[config.mk]
export PLATFORM = sky130hd
export DESIGN_NAME = dmux_deser
export DESIGN_NICKNAME = d
export VERILOG_FILES = /design/src/rtl/dmux_deser_pkg.sv /design/src/rtl/dmux_deser_lane.sv /design/src/rtl/dmux_deser.sv
export SDC_FILE = /design/constraint.sdc
export NUM_CORES = 1
export LEC_CHECK = 0
export CORE_MARGIN = 2
export CORE_UTILIZATION = 60
export DETAILED_ROUTE_END_ITERATION = 12
export PLACE_DENSITY = 0.85
export SLEW_MARGIN = 25
export SYNTH_ARGS = -nofsm -noshare
export SYNTH_HDL_FRONTEND = slang
export SYNTH_HIERARCHICAL = 1
export SYNTH_SLANG_ARGS = --single-unit
[constraint.sdc]
create_clock -name clk -period 3.83 [get_ports clk]
set_input_delay 0.766 -clock clk [delete_from_list [all_inputs] [get_ports clk]]
set_output_delay 0.766 -clock clk [all_outputs]
set_load 0.03 [all_outputs]
[src/rtl/dmux_deser_pkg.sv]
// dmux_pkg: shared channel count, channel type and output FSM states for dmux_deser
package dmux_pkg;
    localparam int NCH = 4;
    typedef logic [1:0] ch_t;
    typedef enum logic {IDLE, PRESENT} state_t;
endpackage

[src/rtl/dmux_deser_lane.sv]
// dmux_deser_lane: one channel's MSB-first word assembler with a single hold slot and sticky overflow
module dmux_deser_lane #(
    parameter int WW = 8
) (
    input  logic          clk,
    input  logic          rst_n,
    input  logic          clear,
    input  logic          en,
    input  logic          din,
    input  logic          drain,
    output logic [WW-1:0] hold,
    output logic          hold_v,
    output logic          ovf
);
    localparam int CW = $clog2(WW);
    logic [WW-1:0] shreg;
    logic [WW-1:0] nxt;
    logic [CW-1:0] cnt;
    logic          done;
    assign nxt  = {shreg[WW-2:0], din};
    assign done = en && cnt == CW'(WW - 1);
    // shift bits in, move finished words to hold unless the slot is occupied and not being drained
    always_ff @(posedge clk or negedge rst_n) begin
        if (!rst_n) begin
            shreg  <= '0;
            cnt    <= '0;
            hold   <= '0;
            hold_v <= 1'b0;
            ovf    <= 1'b0;
        end else if (clear) begin
            shreg  <= '0;
            cnt    <= '0;
            hold   <= '0;
            hold_v <= 1'b0;
            ovf    <= 1'b0;
        end else begin
            if (en) begin
                shreg <= nxt;
                cnt   <= done ? '0 : cnt + 1'b1;
            end
            if (done && (!hold_v || drain)) hold <= nxt;
            hold_v <= done ? 1'b1 : (drain ? 1'b0 : hold_v);
            if (done && hold_v && !drain) ovf <= 1'b1;
        end
    end
endmodule

[src/rtl/dmux_deser.sv]
// dmux_deser: four-lane deserializer behind a 1:4 demux with round-robin valid/ready output (optional DMUX_DESER_PARITY_EN)
module dmux_deser
    import dmux_pkg::*;
#(
    parameter int WORD_W = 8
) (
    input  logic              clk,
    input  logic              rst_n,
    input  logic              Enable,
    input  logic [1:0]        S,
    input  logic [0:3]        O,
    input  logic              Clear,
    input  logic              Ready,
    output logic              Valid,
    output logic [WORD_W-1:0] Word_out,
    output logic [1:0]        Ch_out,
`ifdef DMUX_DESER_PARITY_EN
    output logic              Parity_err,
`endif
    output logic [0:3]        Overflow
);
`ifdef DMUX_DESER_PARITY_EN
    localparam int WW = WORD_W + 1;
`else
    localparam int WW = WORD_W;
`endif
    logic [WW-1:0]  hold [NCH];
    logic [NCH-1:0] hold_v;
    logic [NCH-1:0] drain;
    state_t         state;
    ch_t            rr_ptr;
    ch_t            pick;
    logic           take;
    // first lane holding a word at or after rr_ptr; lowest offset wins
    always_comb begin
        pick = rr_ptr;
        for (int i = NCH - 1; i >= 0; i--)
            if (hold_v[rr_ptr + ch_t'(i)]) pick = rr_ptr + ch_t'(i);
    end
    assign take = |hold_v && (state == IDLE || Ready);
    for (genvar c = 0; c < NCH; c++) begin : g_lane
        assign drain[c] = take && pick == ch_t'(c);
        dmux_deser_lane #(.WW(WW)) u_lane (
            .clk    (clk),
            .rst_n  (rst_n),
            .clear  (Clear),
            .en     (Enable && S == ch_t'(c)),
            .din    (O[S]),
            .drain  (drain[c]),
            .hold   (hold[c]),
            .hold_v (hold_v[c]),
            .ovf    (Overflow[c])
        );
    end
    // output FSM: load a held word when idle or when the current one is accepted
    always_ff @(posedge clk or negedge rst_n) begin
        if (!rst_n) begin
            state    <= IDLE;
            Valid    <= 1'b0;
            Word_out <= '0;
            Ch_out   <= '0;
            rr_ptr   <= '0;
`ifdef DMUX_DESER_PARITY_EN
            Parity_err <= 1'b0;
`endif
        end else if (Clear) begin
            state    <= IDLE;
            Valid    <= 1'b0;
            Word_out <= '0;
            Ch_out   <= '0;
            rr_ptr   <= '0;
`ifdef DMUX_DESER_PARITY_EN
            Parity_err <= 1'b0;
`endif
        end else if (take) begin
            state    <= PRESENT;
            Valid    <= 1'b1;
            Word_out <= hold[pick][WW-1 -: WORD_W];
            Ch_out   <= pick;
            rr_ptr   <= pick + 1'b1;
`ifdef DMUX_DESER_PARITY_EN
            Parity_err <= ^hold[pick];
`endif
        end else if (state == PRESENT && Ready) begin
            state <= IDLE;
            Valid <= 1'b0;
        end
    end
endmodule

# Yosys cells after proc, flatten, opt, wreduce, memory -nomap -nowiden
# Index checks and enable logic that the tools add are counted.
# Widths: inputs -> output; s select.
totals:
  register_bits: 93
  inputBits: 11
  out_inout_bits: 15
  wordCells: 186
classes:
  add_sub_neg: 8
  magnitude_cmp: 6
  n_eq_ne: 10
  muxes: 75
  bitwise: 3
  reduce_logical: 60
ops:
  columns: ["op", "count"]
  rows:
  - ["$mux 8", 12]
  - ["$mux 7", 8]
  - ["$mux 3", 12]
  - ["$mux 1", 29]
  - ["$logic_and 1x1->1", 26]
  - ["$reduce_bool 2->1", 13]
  - ["$bmux 8 s2", 1]
  - ["$mux 2", 8]
  - ["$reduce_bool 3->1", 5]
  - ["$add 3x1->3 const B", 4]
  - ["$eq 3x3->1 const B", 4]
  - ["$lt 2x3->1 const B", 4]
  - ["$bmux 1 s2", 5]
  - ["$eq 2x2->1 const B", 4]
  - ["$logic_not 1->1", 8]
  - ["$ge 3x3->1 const B", 2]
  - ["$not 2->3", 2]
  - ["$logic_or 1x1->1", 5]
  - ["$add 2x1->2 const B", 2]
  - ["$add 2x2->2 const B", 2]
  - ["$eq 2x1->1 const B", 2]
  - ["$logic_not 2->1", 2]
  - ["$reduce_or 4->1", 1]
  - ["$not 1->1", 1]

# Depth between registers and ports, before layout
# Gate-level depths: netlist of the first run.
logic_depth:
  depth_word: 13
  mapped_depth: 11
  ltp_nobuf: 9

# Modules after synthesis
# The synthesis of the first run kept the hierarchy.
modules_own_cells:
  columns: ["module", "instances", "cells_per_inst", "area_each_um2", "seq_area_each_um2"]
  rows:
  - ["dmux_deser_lane", 4, 80, 933.4, 500.5]
  - ["dmux_deser", 1, 99, 958.4, 325.3]

# Least setup slack after synthesis of the first run
# Ideal clock, no wire load.
synth_path:
  kind: "register to register"
  from: "register g_lane[0].u_lane.hold_v"
  to: "register g_lane[0].u_lane.hold[0]"
  setup_ns: 0.127
  arrival_time_ns: 2.155
  required_time_ns: 3.703
  setup_slack_ns: 1.547
  path_stages_with_launch: 10
  n_path_buf: 0
  period_less_slack_ns: 2.283
  path_cell_list: "dfrtp_1 -> inv_2 -> o22ai_1 -> a222oi_1 -> inv_1 -> ha_1 -> and2_1 -> and2b_4 -> nor2_8 -> mux2i_1"
synth_between:
  elab_chain_len: 11
  elab_cells_between_ends: 20
  classes_between: "mux: 12; reduce/logical: 8"
synth_rtl:
  columns: ["item", "line_no", "rtl"]
  rows:
  - ["start: declaration", "dmux_deser_lane.sv:12", "output logic hold_v,"]
  - ["start signal: assignment", "dmux_deser_lane.sv:42", "hold_v <= done ? 1'b1 : (drain ? 1'b0 : hold_v);"]
  - ["$bmux 1 s2", "dmux_deser.sv:38", "if (hold_v[rr_ptr + ch_t'(i)]) pick = rr_ptr + ch_t'(i);"]
  - ["$mux 1 (not written as such)", "dmux_deser.sv:38", null]
  - ["$mux 2 (4 in a row)", "dmux_deser.sv:38", null]
  - ["$logic_not 2->1", "dmux_deser.sv:42", "assign drain[c] = take && pick == ch_t'(c);"]
  - ["$logic_and 1x1->1 *", "dmux_deser.sv:42", null]
  - ["net drain[0]", "dmux_deser.sv:29", "logic [NCH-1:0] drain;"]
  - ["$logic_or 1x1->1 *", "dmux_deser_lane.sv:41", "if (done && (!hold_v || drain)) hold <= nxt;"]
  - ["$logic_and 1x1->1 *", "dmux_deser_lane.sv:41", null]
  - ["$reduce_bool 2->1 (no source line) *", null, null]
  - ["end signal: assignment", "dmux_deser_lane.sv:41", null]
  - ["end: declaration", "dmux_deser_lane.sv:11", "output logic [WW-1:0] hold,"]
# The timed path passes the listed nets; every way through them passes the cells marked *. The select of a mux whose other input is x is not followed.
# A chain may end at the register's enable or synchronous reset.

# Worst setup path after layout of the first run
layout_path:
  from: "register g_lane[0].u_lane.hold_v"
  to: "register g_lane[2].u_lane.hold[3]"
layout_between:
  elab_chain_len: 11
  elab_cells_between_ends: 19
  classes_between: "eq/ne: 1; mux: 12; reduce/logical: 6"
layout_rtl:
  columns: ["item", "line_no"]
  rows:
  - ["$bmux 1 s2", "dmux_deser.sv:38"]
  - ["$mux 1 (not written as such)", "dmux_deser.sv:38"]
  - ["$mux 2 (4 in a row)", "dmux_deser.sv:38"]
  - ["$eq 2x2->1", "dmux_deser.sv:42"]
  - ["$logic_and 1x1->1 *", "dmux_deser.sv:42"]
  - ["net drain[2]", "dmux_deser.sv:29"]
  - ["$logic_or 1x1->1 *", "dmux_deser_lane.sv:41"]
  - ["$logic_and 1x1->1 *", "dmux_deser_lane.sv:41"]
  - ["$reduce_bool 2->1 (no source line) *", null]
  - ["end signal: assignment", "dmux_deser_lane.sv:41"]
  - ["end: declaration", "dmux_deser_lane.sv:11"]
# Marks and branches as above.

==> results of run 1 <==
==> kinds of logic (layout without fill, tap and decap cells) <==
logic type	after synthesis	count (layout)
muxes	81	81
adders and majority gates	12	12
DFF	93	93
and+or+nand+nor	165	165
AOI/OAI and AO/OA	37	37
buffers and inverters	31	56
==> worst max-delay path, stage by stage, from the launching register on <==
cell	delay, ns
dfrtp_1	0.46
inv_2	0.09
o22ai_1	0.07
a222oi_1	0.88
inv_1	0.19
ha_1	0.27
and2_1	0.14
and2b_4	0.29
nor2_8	0.08
mux2i_1	0.17
==> power by group through the flow <==
stage                     clock (uW)  combinational, uW  sequential (uW)
after global routing             746                106              990
after floorplan                    0               56.0             1010
after CTS                        701               97.3              989
after detailed placement           0               96.8             1010
after global placement             0               93.8             1010
final                            685               95.5              989
==> worst min-delay path by stage <==
| stage | from | cells after the start | slack [ns] | to |
|---|---|---|---|---|
| floorplan | rst_n | 0 | 0.47 | Ch_out[0] |
| global placement | g_lane[1].u_lane/ovf | 2 | 0.48 | g_lane[1].u_lane/ovf |
| detailed placement | g_lane[1].u_lane/ovf | 2 | 0.49 | g_lane[1].u_lane/ovf |
| CTS | rst_n | 1 | 0.45 | g_lane[3].u_lane/shreg[1] |
| global route | rst_n | 1 | 0.46 | g_lane[0].u_lane/shreg[2] |
| finish | rst_n | 1 | 0.42 | g_lane[0].u_lane/shreg[2] |
==> cell type report <==
type                    count  area, sq um  area share (%)
clock buffers               9          124            2.38
clock inverters             5         77.6            1.49
inverters                  10         37.5           0.721
multi-input cells         295         2200            42.3
flip-flops and latches     93         2330            44.7
well taps                 102          128            2.45
repair buffers             32          308            5.91
==> sequential cells by signal (all words and copies together), names as in the netlist <==
signal	count
g_lane.u_lane/hold	32
g_lane.u_lane/shreg	28
g_lane.u_lane/cnt	12
Word_out	8
g_lane.u_lane/hold_v	4
g_lane.u_lane/ovf	4
Ch_out	2
rr_ptr	2
state	1
==> through the flow <==
stage | std cells | hold WS, ns
detailed placement | 532 | 0.489
floorplan | 419 | 0.470
global placement | 532 | 0.476
global route | 546 | 0.459
CTS | 546 | 0.447
finish | 546 | 0.421
==> layer usage <==
layer | wire, um | global-route usage (%) | vias up
met2 | 4210 | 34.2 | 60
met3 | 277 | 3.91 | 13
met5 | 0 | 0 | -
met4 | 134 | 8.58 | 0
met1 | 4250 | 32.3 | 1526
li1 | - | - | 1469
==> cells in the final DEF, fill, tap and decap left out, types with 2 or more instances in the layout <==
master | netlist | layout
nand2b_1 | 67 | 67
o22ai_1 | 4 | 3
clkdlybuf4s50_1 | 0 | 23
nand2_1 | 10 | 10
ha_1 | 12 | 12
nor2_1 | 49 | 49
nor2_8 | 4 | 4
a31oi_1 | 4 | 4
bufinv_16 | 0 | 2
inv_1 | 9 | 9
nand3b_1 | 12 | 12
and2b_4 | 4 | 4
buf_4 | 3 | 7
clkinv_2 | 0 | 2
nand2_2 | 5 | 5
o221ai_1 | 8 | 8
nor3b_1 | 6 | 5
clkbuf_8 | 0 | 9
a21oi_1 | 17 | 17
and2_1 | 4 | 4
mux2i_1 | 80 | 80
dfrtp_1 | 93 | 93
==> cells in the mapped netlist (3+ instances only) <==
cell type,n
nand3b_1,12
o221ai_1,8
inv_1,9
a21oi_1,17
o22ai_1,4
nor2_1,49
a31oi_1,4
buf_4,3
buf_6,4
nor2_8,4
and2b_4,4
ha_1,12
nand2_2,5
and2_1,4
nand2_1,10
mux2i_1,80
nand2b_1,67
buf_2,12
dfrtp_1,93
nor3b_1,6
==> results.yml, run 1 <==
cts:
  insertion_delay_ns: 0.35
  tritoncts: "built"
  path_clk_slew_ns: 0.08
  ctsHtreeMaxLevel: 3
  cts_buffers: 9
  clkSinkCount: 93
  clk_path_buf_depth: 2
  cts_setup_buffers: 0
  root_buffer: "clkbuf_8"
  cts_resized: 0
  cts-hold-fix-buffers: 0
floorplan:
  start_util_pct: 61.4
  die_area_sq_mm: 0.00854
  pin_count: 26
  row_count: 32
  die_w_um: 92.4
  core_sq_mm: 0.00765
  die_y_um: 92.4
pwr:
  ir_drop_v: 0.000246
  leakage_uw: 0.00228
  seqPwrFrac_pct: 55.9
  p_total_uw: 1770
  pwr-share-clk_pct: 38.7
  power_density_mw_per_mm2: 340
  p_int_uw: 1380
  p_sw_uw: 388
  combPwrFrac_pct: 5.4
  switching_share_pct: 21.9
timing:
  period_needed_ns: 2.71
  tns_ns: 0
  worstMarginPinSlew_ns: 0.987
  fmax_mhz: 369
  setup_violations: 0
  finClkSkew_ns: 0.00784
  finalMaxSlewViolations: 0
  period_share_pct: 70.7
  rsz0062_at_grt: "false"
  final-hold-violation-count: 0
  post-route-worst-setup-slack_ns: 1.12
  slew_headroom_pct: 34.2
placed_design:
  placed_area_sq_mm: 0.00500
  dp_hpwl_um: 6030
  gp_congestion: 0.804
  io_buffers: 25
  place_ws_ns: 1.08
cells_and_area:
  antenna_cells_inserted: 0
  synthToLayoutAreaGrowth_pct: 10.9
  final_layout_size_suffix_gt1_share_pct: 9.01
  fillers: 540
  fin_util_pct: 68.1
  finalNetCount: 464
  fin_area_sq_mm: 0.00520
routing:
  wl_per_cell_um: 16.3
  antenna_left: 0
  drc: 0
  drtPass1Iterations: 4
  via_per_inst: 5.62
  vias: 3068
  drtIter0Drc: 192
  totalWireLength_um: 8870
yosys:
  synth-seq-cells: 93
  yosys-top-cells-area: "dfrtp_1 50%, mux2i_1 17%, nand2b_1 8.9%"
  synth_fa_ha_area_share_pct: 3.20
  synth_compound_area_share_pct: 5.09
  syn_inst: 419
  synth_top_area_share_pct: 49.6
  synth.area.mux_share_pct: 17.5
  syn_avg_cell_area_sq_um: 11.2
  synth_warnings: 6
  synth-edff-count: 0
  synth_xor_xnor_area_share_pct: 0
  yosys.area_share.simple_pct: 20.9
  async_flop_share_pct: 100
  syn_nets: 442
  yosysSeqAreaShare_pct: 49.6
  synth_ff_type: "dfrtp_1"
  yosys.area.top_type: "dfrtp_1"
  synth_top_family_by_area: "simple AND/OR/NAND/NOR gates"
  syn_area_sq_mm: 0.00469
  yosysUniqueCellTypes: 31
global_route:
  grt_antenna_before_repair: 0
  grt_pass1_wl_um: 15000
  grt_pass1_vias: 3066
  grt_max_degree: 85
  gr-total-overflow: 0
  grtUsageTotal_pct: 22.4
critical_path:
  crit_arrival_ns: 2.98
  start_kind: "register"
  cp.required_ns: 4.10
  crit_path_start: "g_lane[0].u_lane/hold_v"
  rrSetupSlack_ns: 1.12
  r2r_end: "g_lane[2].u_lane/hold[3]"
  timing.rr.start: "g_lane[0].u_lane/hold_v"
  reg2regPathDepth: 9
  critPathKind: "reg2reg"
  end_kind: "register"
  crit_fanout: 8
  endpoint: "g_lane[2].u_lane/hold[3]"
run:
  maxCapViolations: 0
run_status:
  status: "completed"
min_path:
  min_path_type: "in2async"
(Power assumes the default switching activity.)
==> run 2: changes to the inputs <==
==> constraint.sdc (replaced) <==
create_clock -name clk -period 2.5 [get_ports clk]
set_input_delay 0.5 -clock clk [delete_from_list [all_inputs] [get_ports clk]]
set_output_delay 0.5 -clock clk [all_outputs]
set_load 0.03 [all_outputs]
==> results.yml, run 2 (synthesized netlist as in run 1, its figures left out) <==
run_status:
  status: "completed"
critical_path:
  path_buf_inv: 2
  timing.rr.start: "g_lane[0].u_lane/hold_v"
  start_kind: "register"
  cpMaxStageDelayCell: "dfrtp_1"
  end_kind: "register"
  crit_arrival_ns: 2.45
  crit_path_start: "g_lane[0].u_lane/hold_v"
  crit_chain: "nor2_1 -> o22ai_1 -> a222oi_1 -> buf_4 -> inv_1 -> ha_1 -> and2_1 -> and2b_4 -> nor2_8 -> mux2i_1"
  critPathKind: "reg2reg"
  reg2regPathDepth: 10
  crit_fanout: 8
  crit_path_max_incr_delay_ns: 0.47
  cp_top_family: "simple AND/OR/NAND/NOR gates"
  cp.required_ns: 2.75
  worst-path-stages: 10
cells_and_area:
  seq_area_sq_mm: 0.00233
  largest_reg_flops: 32
  final_layout_size_suffix_gt1_share_pct: 11.0
  layout_commonest_cell: "dfrtp_1"
  final_cell_mix: "93 x dfrtp_1, 80 x mux2i_1, 67 x nand2b_1, 49 x nor2_1, 23 x clkdlybuf4s50_1"
  fin_util_pct: 68.9
  instances_no_fill: 556
  finalNetCount: 472
  fillers: 578
  reg.largest.list: "g_lane.u_lane/hold x32, g_lane.u_lane/shreg x28, g_lane.u_lane/cnt x12"
  largest_register: "g_lane.u_lane/hold"
  antenna_cells_inserted: 0
  fin_area_sq_mm: 0.00527
  synthToLayoutAreaGrowth_pct: 12.2
  multi_input_area_sq_mm: 0.00220
cts:
  cts_resized: 0
  cts_buffers: 9
  clkSinkCount: 93
  tritoncts: "built"
  cts-hold-fix-buffers: 0
  insertion_delay_ns: 0.38
  cts_setup_buffers: 0
  clk_path_buf_depth: 2
  path_clk_slew_ns: 0.09
  ctsHtreeMaxLevel: 3
  root_buffer: "clkbuf_8"
routing:
  wl_per_cell_um: 15.9
  totalWireLength_um: 8840
  vias: 3066
  via_per_inst: 5.51
  drtPass1Iterations: 4
  drc: 0
  drtIter0Drc: 200
  antenna_left: 0
global_route:
  grtUsageTotal_pct: 23.1
  gr-total-overflow: 0
  grt_pass1_vias: 3175
  grt_antenna_before_repair: 0
  grt_pass1_wl_um: 15200
  grt_max_degree: 106
placed_design:
  dp_hpwl_um: 6040
  placed_cells: 540
  gp_congestion: 0.796
  placed_area_sq_mm: 0.00508
  io_buffers: 25
floorplan:
  die_w_um: 92.4
  die_area_sq_mm: 0.00854
  core_sq_mm: 0.00765
  die_y_um: 92.4
  start_util_pct: 61.4
  row_count: 32
  pin_count: 26
timing:
  final-hold-violation-count: 0
  slew_headroom_pct: 57.7
  finClkSkew_ns: 0.0158
  period_share_pct: 88.0
  worstMarginPinSlew_ns: 0.634
  period_needed_ns: 2.20
  setup_violations: 0
  tns_ns: 0
  fmax_mhz: 455
  finalMaxSlewViolations: 0
  rsz0062_at_grt: "false"
pwr:
  ir_drop_v: 0.000267
  p_total_uw: 2650
  power_density_mw_per_mm2: 503
  leakage_uw: 0.00232
run:
  maxCapViolations: 0
min_path:
  min_path_type: "in2async"
## run 2: per-stage QoR
stage          worst slack (ns)  hold WS [ns]
6_report                  0.301         0.145
5_1_grt                   0.150         0.188
4_1_cts                   0.286         0.160
3_5_place_dp              0.292         0.487
3_3_place_gp              0.286         0.480
2_1_floorplan             0.217         0.204
## run 2: where the power goes
group | leakage (uW) | switching [uW] | internal [uW]
clock network | 0.0000982 | 595 | 388
logic | 0.000922 | 89.8 | 63.1
registers | 0.00130 | 5.47 | 1510
total | 0.00232 | 690 | 1960
## run 2: cell type report
cell class	instances	area share (%)
Clock buffer	9	2.35
Clock inverter	7	1.26
Inverter	10	0.713
Multi-Input combinational cell	295	41.8
Sequential cell	93	44.2
Tap cell	102	2.42
Timing Repair Buffer	40	7.22
## run 2: worst paths after layout
kind / to / slack (ns)
min in group clk: g_lane[2].u_lane/ovf / 0.51
setup / recovery: g_lane[0].u_lane/hold[1] / 0.30
setup reg to reg: g_lane[0].u_lane/hold[1] / 0.30
hold reg to reg: g_lane[2].u_lane/ovf / 0.51
hold / removal: g_lane[0].u_lane/shreg[1] / 0.15
max in group asynchronous: g_lane[3].u_lane/hold[5] / 1.66
## run 2: routing by layer
| layer | up-vias | wire [um] | track usage, % | share of wire (%) |
|---|---|---|---|---|
| met4 | 0 | 305 | 12.4 | 3.5 |
| met2 | 52 | 4170 | 35.9 | 47 |
| met3 | 20 | 264 | 4.07 | 3.0 |
| met1 | 1500 | 4100 | 31.0 | 46 |
| met5 | - | 0 | 0 | 0 |
| li1 | 1494 | - | - | - |
